[src/rtl/exe_w12_pkg.sv]
// -----------------------------------------------------------------------------
// exe_w12_pkg
// Shared definitions for the 12-series execution unit issue path.
//   state_t      : issue sequencer states (IDLE, EXEC, RESP)
//   OP_*         : operation codes understood by the execution unit
//   ST_*         : bit positions inside the execution unit status word
// The sequencer only interprets ST_ERR. Every other code and bit is passed
// through untouched.
// -----------------------------------------------------------------------------
package exe_w12_pkg;

   typedef enum logic [1:0] {
      IDLE = 2'd0,
      EXEC = 2'd1,
      RESP = 2'd2
   } state_t;

   // Operation codes
   localparam logic [1:0] OP_ADD  = 2'd0;
   localparam logic [1:0] OP_GEQ  = 2'd1;
   localparam logic [1:0] OP_ABS  = 2'd2;
   localparam logic [1:0] OP_BSET = 2'd3;

   // Status bit indices
   localparam int ST_ERR  = 0;
   localparam int ST_ZERO = 1;
   localparam int ST_NEG  = 2;
   localparam int ST_POP  = 3;

endpackage : exe_w12_pkg

[src/rtl/exe_issue_w12_sat_cnt.sv]
// -----------------------------------------------------------------------------
// sat_cnt
// Saturating up-counter with a synchronous clear.
// Ports:
//   clk   : clock, rising edge
//   rsn   : asynchronous active-low reset
//   clr   : synchronous clear. It takes priority over inc.
//   inc   : count one event this cycle
//   count : current value. It holds at 2^C-1 instead of wrapping.
// -----------------------------------------------------------------------------
module sat_cnt #(
   parameter int C = 8
) (
   input  logic         clk,
   input  logic         rsn,
   input  logic         clr,
   input  logic         inc,
   output logic [C-1:0] count
);

   logic at_max;

   assign at_max = (count == {C{1'b1}});

   always_ff @(posedge clk or negedge rsn) begin
      if (!rsn) begin
         count <= '0;
      end else if (clr) begin
         count <= '0;
      end else if (inc && !at_max) begin
         count <= count + 1'b1;
      end
   end

endmodule : sat_cnt

[src/rtl/exe_issue_w12.sv]
// -----------------------------------------------------------------------------
// exe_issue_w12
// Sequencer for the 12-series execution unit interface.
// The module accepts one request, drives it to the execution unit, and captures
// the combinational answer one cycle later. It then returns that answer on a
// response channel. It also counts completed operations and erroring operations.
//
// Handshake rule (both channels): a transfer happens on a rising clock edge
// where valid and ready are both high. The sender keeps valid and its data
// stable until that edge. The receiver may raise or lower ready at any time.
//
// Ports:
//   i_clk, i_rsn                 : clock and asynchronous active-low reset
//   i_req_valid / o_req_ready    : request handshake. Ready is high only in IDLE.
//   i_req_oper/argA/argB         : request payload
//   o_exe_oper/argA/argB         : registered drive to the execution unit
//   i_exe_result/status          : combinational answer from the execution unit
//   o_rsp_valid / i_rsp_ready    : response handshake
//   o_rsp_result/status          : captured answer. It is held while in RESP.
//   i_clr_cnt                    : synchronous clear of both counters
//   o_op_cnt, o_err_cnt          : saturating counters
//   o_state                      : current sequencer state, for observation
// -----------------------------------------------------------------------------
module exe_issue_w12
   import exe_w12_pkg::*;
#(
   parameter int M = 4,
   parameter int N = 2,
   parameter int C = 8
) (
   input  logic         i_clk,
   input  logic         i_rsn,
   input  logic         i_req_valid,
   output logic         o_req_ready,
   input  logic [N-1:0] i_req_oper,
   input  logic [M-1:0] i_req_argA,
   input  logic [M-1:0] i_req_argB,
   output logic [N-1:0] o_exe_oper,
   output logic [M-1:0] o_exe_argA,
   output logic [M-1:0] o_exe_argB,
   input  logic [M-1:0] i_exe_result,
   input  logic [M-1:0] i_exe_status,
   output logic         o_rsp_valid,
   input  logic         i_rsp_ready,
   output logic [M-1:0] o_rsp_result,
   output logic [M-1:0] o_rsp_status,
   input  logic         i_clr_cnt,
   output logic [C-1:0] o_op_cnt,
   output logic [C-1:0] o_err_cnt,
   output state_t       o_state
);

   state_t state;
   state_t state_n;
   logic   idle_ready;
   logic   accept;
   logic   capture;
   logic   rsp_hs;
   logic   err_inc;

   // ---------------------------------------------------------------- FSM
   always_ff @(posedge i_clk or negedge i_rsn) begin
      if (!i_rsn) begin
         state <= IDLE;
      end else begin
         state <= state_n;
      end
   end

   always_comb begin
      state_n    = state;
      idle_ready = 1'b0;
      accept     = 1'b0;
      capture    = 1'b0;
      rsp_hs     = 1'b0;
      case (state)
         IDLE: begin
            idle_ready = 1'b1;
            if (i_req_valid) begin
               accept  = 1'b1;
               state_n = EXEC;
            end
         end
         EXEC: begin
            // The execution unit has had one full cycle to settle on o_exe_*.
            capture = 1'b1;
            state_n = RESP;
         end
         RESP: begin
            if (i_rsp_ready) begin
               rsp_hs  = 1'b1;
               state_n = IDLE;
            end
         end
         default: begin
            state_n = IDLE;
         end
      endcase
   end

   // The reset term keeps ready low while reset is asserted, even though the
   // state is already IDLE at that point.
   assign o_req_ready = idle_ready & i_rsn;
   assign o_rsp_valid = (state == RESP);
   assign o_state     = state;

   // ------------------------------------------------------- issue registers
   // These registers load only on acceptance. Between operations they keep
   // the last issued values.
   always_ff @(posedge i_clk or negedge i_rsn) begin
      if (!i_rsn) begin
         o_exe_oper <= '0;
         o_exe_argA <= '0;
         o_exe_argB <= '0;
      end else if (accept) begin
         o_exe_oper <= i_req_oper;
         o_exe_argA <= i_req_argA;
         o_exe_argB <= i_req_argB;
      end
   end

   // ---------------------------------------------------- response registers
   // These registers load only when leaving EXEC. In RESP they ignore the
   // execution unit entirely.
   always_ff @(posedge i_clk or negedge i_rsn) begin
      if (!i_rsn) begin
         o_rsp_result <= '0;
         o_rsp_status <= '0;
      end else if (capture) begin
         o_rsp_result <= i_exe_result;
         o_rsp_status <= i_exe_status;
      end
   end

   // -------------------------------------------------------------- counters
   assign err_inc = rsp_hs & o_rsp_status[ST_ERR];

   sat_cnt #(.C(C)) u_op_cnt (
      .clk   (i_clk),
      .rsn   (i_rsn),
      .clr   (i_clr_cnt),
      .inc   (rsp_hs),
      .count (o_op_cnt)
   );

   sat_cnt #(.C(C)) u_err_cnt (
      .clk   (i_clk),
      .rsn   (i_rsn),
      .clr   (i_clr_cnt),
      .inc   (err_inc),
      .count (o_err_cnt)
   );

endmodule : exe_issue_w12

[config.mk]
export PLATFORM = sky130hd
export DESIGN_NAME = exe_issue_w12
export DESIGN_NICKNAME = d
export VERILOG_FILES = /design/src/rtl/exe_w12_pkg.sv /design/src/rtl/exe_issue_w12_sat_cnt.sv /design/src/rtl/exe_issue_w12.sv
export SDC_FILE = /design/constraint.sdc
export NUM_CORES = 1
export LEC_CHECK = 0
export ABC_CLOCK_PERIOD_IN_PS = 2000
export BUFFER_PORTS_ARGS = -buffer_cell sky130_fd_sc_hd__buf_2
export CORE_MARGIN = 1.5
export CORE_UTILIZATION = 40
export DETAILED_ROUTE_END_ITERATION = 8
export PLACE_DENSITY = 0.67
export RECOVER_POWER = 100
export SYNTH_ARGS = -nofsm -noshare
export SYNTH_HDL_FRONTEND = slang
export SYNTH_SLANG_ARGS = --single-unit
[constraint.sdc]
create_clock -name i_clk -period 2 [get_ports i_clk]
set_clock_uncertainty 0.15 [all_clocks]
set_input_delay 0.1 -clock i_clk [delete_from_list [all_inputs] [get_ports i_clk]]
set_output_delay 0.1 -clock i_clk [all_outputs]
set_load 0.02 [all_outputs]
-- Word-level counts from Yosys, hierarchy flattened
Index checks and enable logic that the tools add are counted.
- equal/unequal tests: 6
- reduce and logical (&&, ||, !) cells: 8
- bitwise operators: 2
- add/subtract/negate cells: 2
- multiplexer cells: 13
- operators with widths (operator ; count):
    $mux W8 ; 4
    $add A8 B1 Y8 const B ; 2
    $eq A8 B8 Y1 const B ; 2
    $mux W1 ; 6
    $pmux W2 S3 ; 1
    $mux W2 ; 2
    $reduce_bool A2 Y1 ; 2
    $and A1 B1 Y1 ; 2
    $eq A2 B1 Y1 const B ; 1
    $eq A2 B2 Y1 const B ; 1
    $logic_and A1 B1 Y1 ; 2
    $logic_not A1 Y1 ; 2
    $logic_not A2 Y1 ; 1
    $ne A2 B1 Y1 const B ; 1
    $ne A2 B2 Y1 const B ; 1
    $reduce_and A2 Y1 ; 1
- word-level logic and storage cells: 39
- bits in registers: 36

-- Logic depth before layout (Yosys ltp)
- word-level depth: 6
- mapped depth: 5
- mapped depth without buffers: 5

-- Modules after synthesis
From an unflattened synthesis, not the netlist that was laid out.
- cells, all modules: 142
- area, all modules: 1791.7 um^2
- by module, submodules not included (module ; area each (um^2) ; instances ; cells each ; sequential area each (um^2)):
    sat_cnt ; 505.5 ; 2 ; 47 ; 200.2
    exe_issue_w12 ; 780.7 ; 1 ; 48 ; 500.5

-- Worst setup path before layout
No wires, ideal clock.
- path type: flip-flop to flip-flop
- from: register u_op_cnt.count[0]
- to: register u_op_cnt.count[4]
- buffers on the path: 0
- clock period less this slack: 1730 ps
- setup slack: 270 ps
- stages on the path, launching flop included: 6
- data arrival time: 1514 ps
- data required time: 1784 ps
- path through: dfrtp_1 ha_1 nand3_1 o21bai_4 or4_1 nand2_1
- longest elaborated chain between the ends: 4
- elaborated cells on any way between the ends: 7
- ends and longest elaborated chain (what ; line ; text):
    start, declared ; exe_issue_w12_sat_cnt.sv:18 ; output logic [C-1:0] count
    start signal, assigned ; exe_issue_w12_sat_cnt.sv:31 ; count <= count + 1'b1;
    parallel branches: the longest is 4 deep, another holds $add A8 B1 Y8 ; n/a ;
Parallel ways; which one is timed is not known. The select of a mux whose other input is x is not followed.
A chain may end at the register's enable or synchronous reset.

-- Worst setup path after layout
Ends and elaborated chain as after synthesis.

==> flow_summary.ini <==
[outcome]
outcome = complete, no violations

[floorplanning]
die_x_um = 66.8
rows = 23
start_util_pct = 41.3
die_y_um = 66.8
coreArea_sq_um = 3940
die-area_sq_um = 4460
ios = 61

[timing]
rsz0062_at_grt = false
finalCritPeriodShare_pct = 89.7
holdWs_ns = 0.0275
slew_headroom_pct = 42.7
worstMarginPinSlew_ns = 0.860
finalMaxSlewViolations = 0
setup_viol = 0
worst_slack_ns = 0.205
fin_crit_ns = 1.79
hold_viol = 0
max_clock_freq_ghz = 0.557
fin_tns_setup_ns = 0

[global_route]
grt_usage_pct = 19.9
grt_pass1_vias = 1306
grt_max_degree = 37
grt_antenna_before_repair = 0
overflow = 0
grt_pass1_wl_mm = 6.38

[clock_tree]
clkTransAtPathRegs_ns = 0.07
numCtsBuffers = 5
insertion_delay_ns = 0.29
cts_resized = 0
cts_buffer_depth = 2
cts_root_buf = clkbuf_8
clkSinkCount = 36
cts_tree = done
htreeDepth = 2

[synth]
synth_warnings = 0
synth_most_common_cell = dfrtp_1
synthArstFlopShare_pct = 100
syn-num-nets = 158
yosysSeqAreaShare_pct = 55.3
synth-seq-cells = 36
yosysTopAreaCell = dfrtp_1
synth-edff-count = 0
synthFlopType = dfrtp_1
syn_area_sq_um = 1630
syn_area_per_cell_sq_um = 12.2
synth.distinct_cells = 37
synth_top_area_share_pct = 55.3
synth_area_leaders = dfrtp_1 (55%), mux2_2 (12%), xor2_1 (2.7%)
synthTopCellsByCount = dfrtp_1 (36), mux2_2 (18), nor2_1 (10)
synth_cells = 133

[route]
drt_pass1_iterations = 4
avgViaCountPerCell = 5.14
wire_per_inst_um = 14.8
wl_mm = 3.99
ant_nets = 0
drt_iter0_drc = 65
drcViolationCount = 0
vias = 1389

[critical_path]
r2r_end = u_op_cnt.count[4]
r2r_start = u_op_cnt.count[0]
critical_path_class = flop to flop
r2r_slack_ns = 0.21
worst-endpoint-required_ns = 2.08
cp.arrival_ns = 1.88
startpoint = u_op_cnt.count[0]
crit_fanout = 5
r2r_cells = 5
critPathLaunchType = flop
end_kind = flop

[placed_design]
dp_hpwl_mm = 2.67
portBuffers = 60
place_ws_ns = 0.295
dp.cells = 242
place.gp.congestion = 0.822

[final_layout]
n_antenna_cell = 0
synthToLayoutAreaGrowth_pct = 36.0
multiInputGateArea_sq_um = 673
regArea_sq_um = 901
layout.cells.non_filler = 270
nFillCells = 364
fin_nets = 244
drive_gt1_share_pct = 21.8

[run]
maxCapViolCount = 0

[worst_hold_path]
whs_path_depth = 2
hold_end = u_err_cnt.count[6]
worst_hold_path_type = input pin to flop
min-delay-start = i_clr_cnt

[pwr]
power_per_cell_area_nw_per_um2 = 1200
ir_drop_uv = 673
leakagePower_nw = 0.956
stage by stage:
stage	utilization (%)	power, W	area [sq um]
2_1_floorplan	-	0.00172	1630
3_3_place_gp	50.6	0.00204	1990
3_5_place_dp	50.6	0.00209	1990
4_1_cts	58.4	0.00276	2300
5_1_grt	56.2	0.00282	2220
6_report	56.2	0.00267	2220
layer usage:
metal | global-route usage [%] | up-vias | share of wire, %
met5 | 0 | - | 0
met4 | 8.16 | 0 | 1.7
met3 | 6.76 | 6 | 5.9
met2 | 32.1 | 50 | 49
met1 | 24.3 | 673 | 43
li1 | - | 660 | -
how the worst max path moves through the flow:
stage | to | slack (ns) | cells past startpoint
final | u_op_cnt.count[4] | 0.21 | 5
after global routing | u_err_cnt.count[6] | 0.12 | 5
after CTS | u_op_cnt.count[4] | 0.28 | 5
after detailed placement | u_op_cnt.count[4] | 0.29 | 5
after global placement | u_op_cnt.count[4] | 0.35 | 5
after floorplan | u_op_cnt.count[4] | 0.27 | 5
critical path: stages (launching register included):
cell and delay [ns]:
dfrtp_1 0.42, ha_1 0.26, nand3_1 0.14, o21bai_1 0.18, or4_1 0.51, nand2_1 0.08
area by class of cell:
| cell class | count | area share, % |
|---|---|---|
| clock buffers | 6 | 3.27 |
| well taps | 50 | 2.82 |
| repair buffers | 82 | 20.9 |
| clock inverters | 2 | 1.58 |
| inverters | 2 | 0.339 |
| multi-input cells | 92 | 30.4 |
| flip-flops and latches | 36 | 40.7 |
registers in the layout, summed over array words and instances (netlist names):
| name | count |
|---|---|
| u_err_cnt.count | 8 |
| u_op_cnt.count | 8 |
| o_exe_argA | 4 |
| o_exe_argB | 4 |
| o_rsp_result | 4 |
| o_rsp_status | 4 |
| o_exe_oper | 2 |
| o_state | 2 |
power by group:
group	switching (W)	internal, W
registers	0.000155	0.000943
logic	0.000572	0.000368
clock network	0.000259	0.000370
total	0.000986	0.00168
logic make-up after synthesis:
family | after synthesis | synth area share, %
flops | 36 | 55.3
buf+inv | 5 | 1.31
compound gates | 20 | 10.3
fa+ha+maj | 2 | 1.54
mux | 20 | 13.7
simple gates | 44 | 14.7
xor+xnor | 6 | 3.23
cell usage in the layout, fill, tap and decap left out, types with 2 or more instances in the layout:
cell,instances
clkbuf_1,40
dfrtp_1,36
buf_2,21
dlygate4sd3_1,20
mux2_2,18
nor2_1,10
nand2_1,7
nand3_1,5
o21ai_0,5
xor2_1,5
clkbuf_8,5
nand4_1,4
a21oi_1,3
nor3b_1,2
nand2b_1,2
inv_1,2
and3_1,2
o211ai_1,2
or3_1,2
a211oi_1,2
a31oi_1,2
nor3_1,2
mux2i_1,2
or4_1,2
ha_1,2
what timing repair did:
| item | in CTS | in global routing |
|---|---|---|
| buffers inserted | 0 | 0 |
| hold buffers | 20 | 0 |
| endpoints found under the hold margin | 55 | 0 |
(Power assumes the default switching activity.)
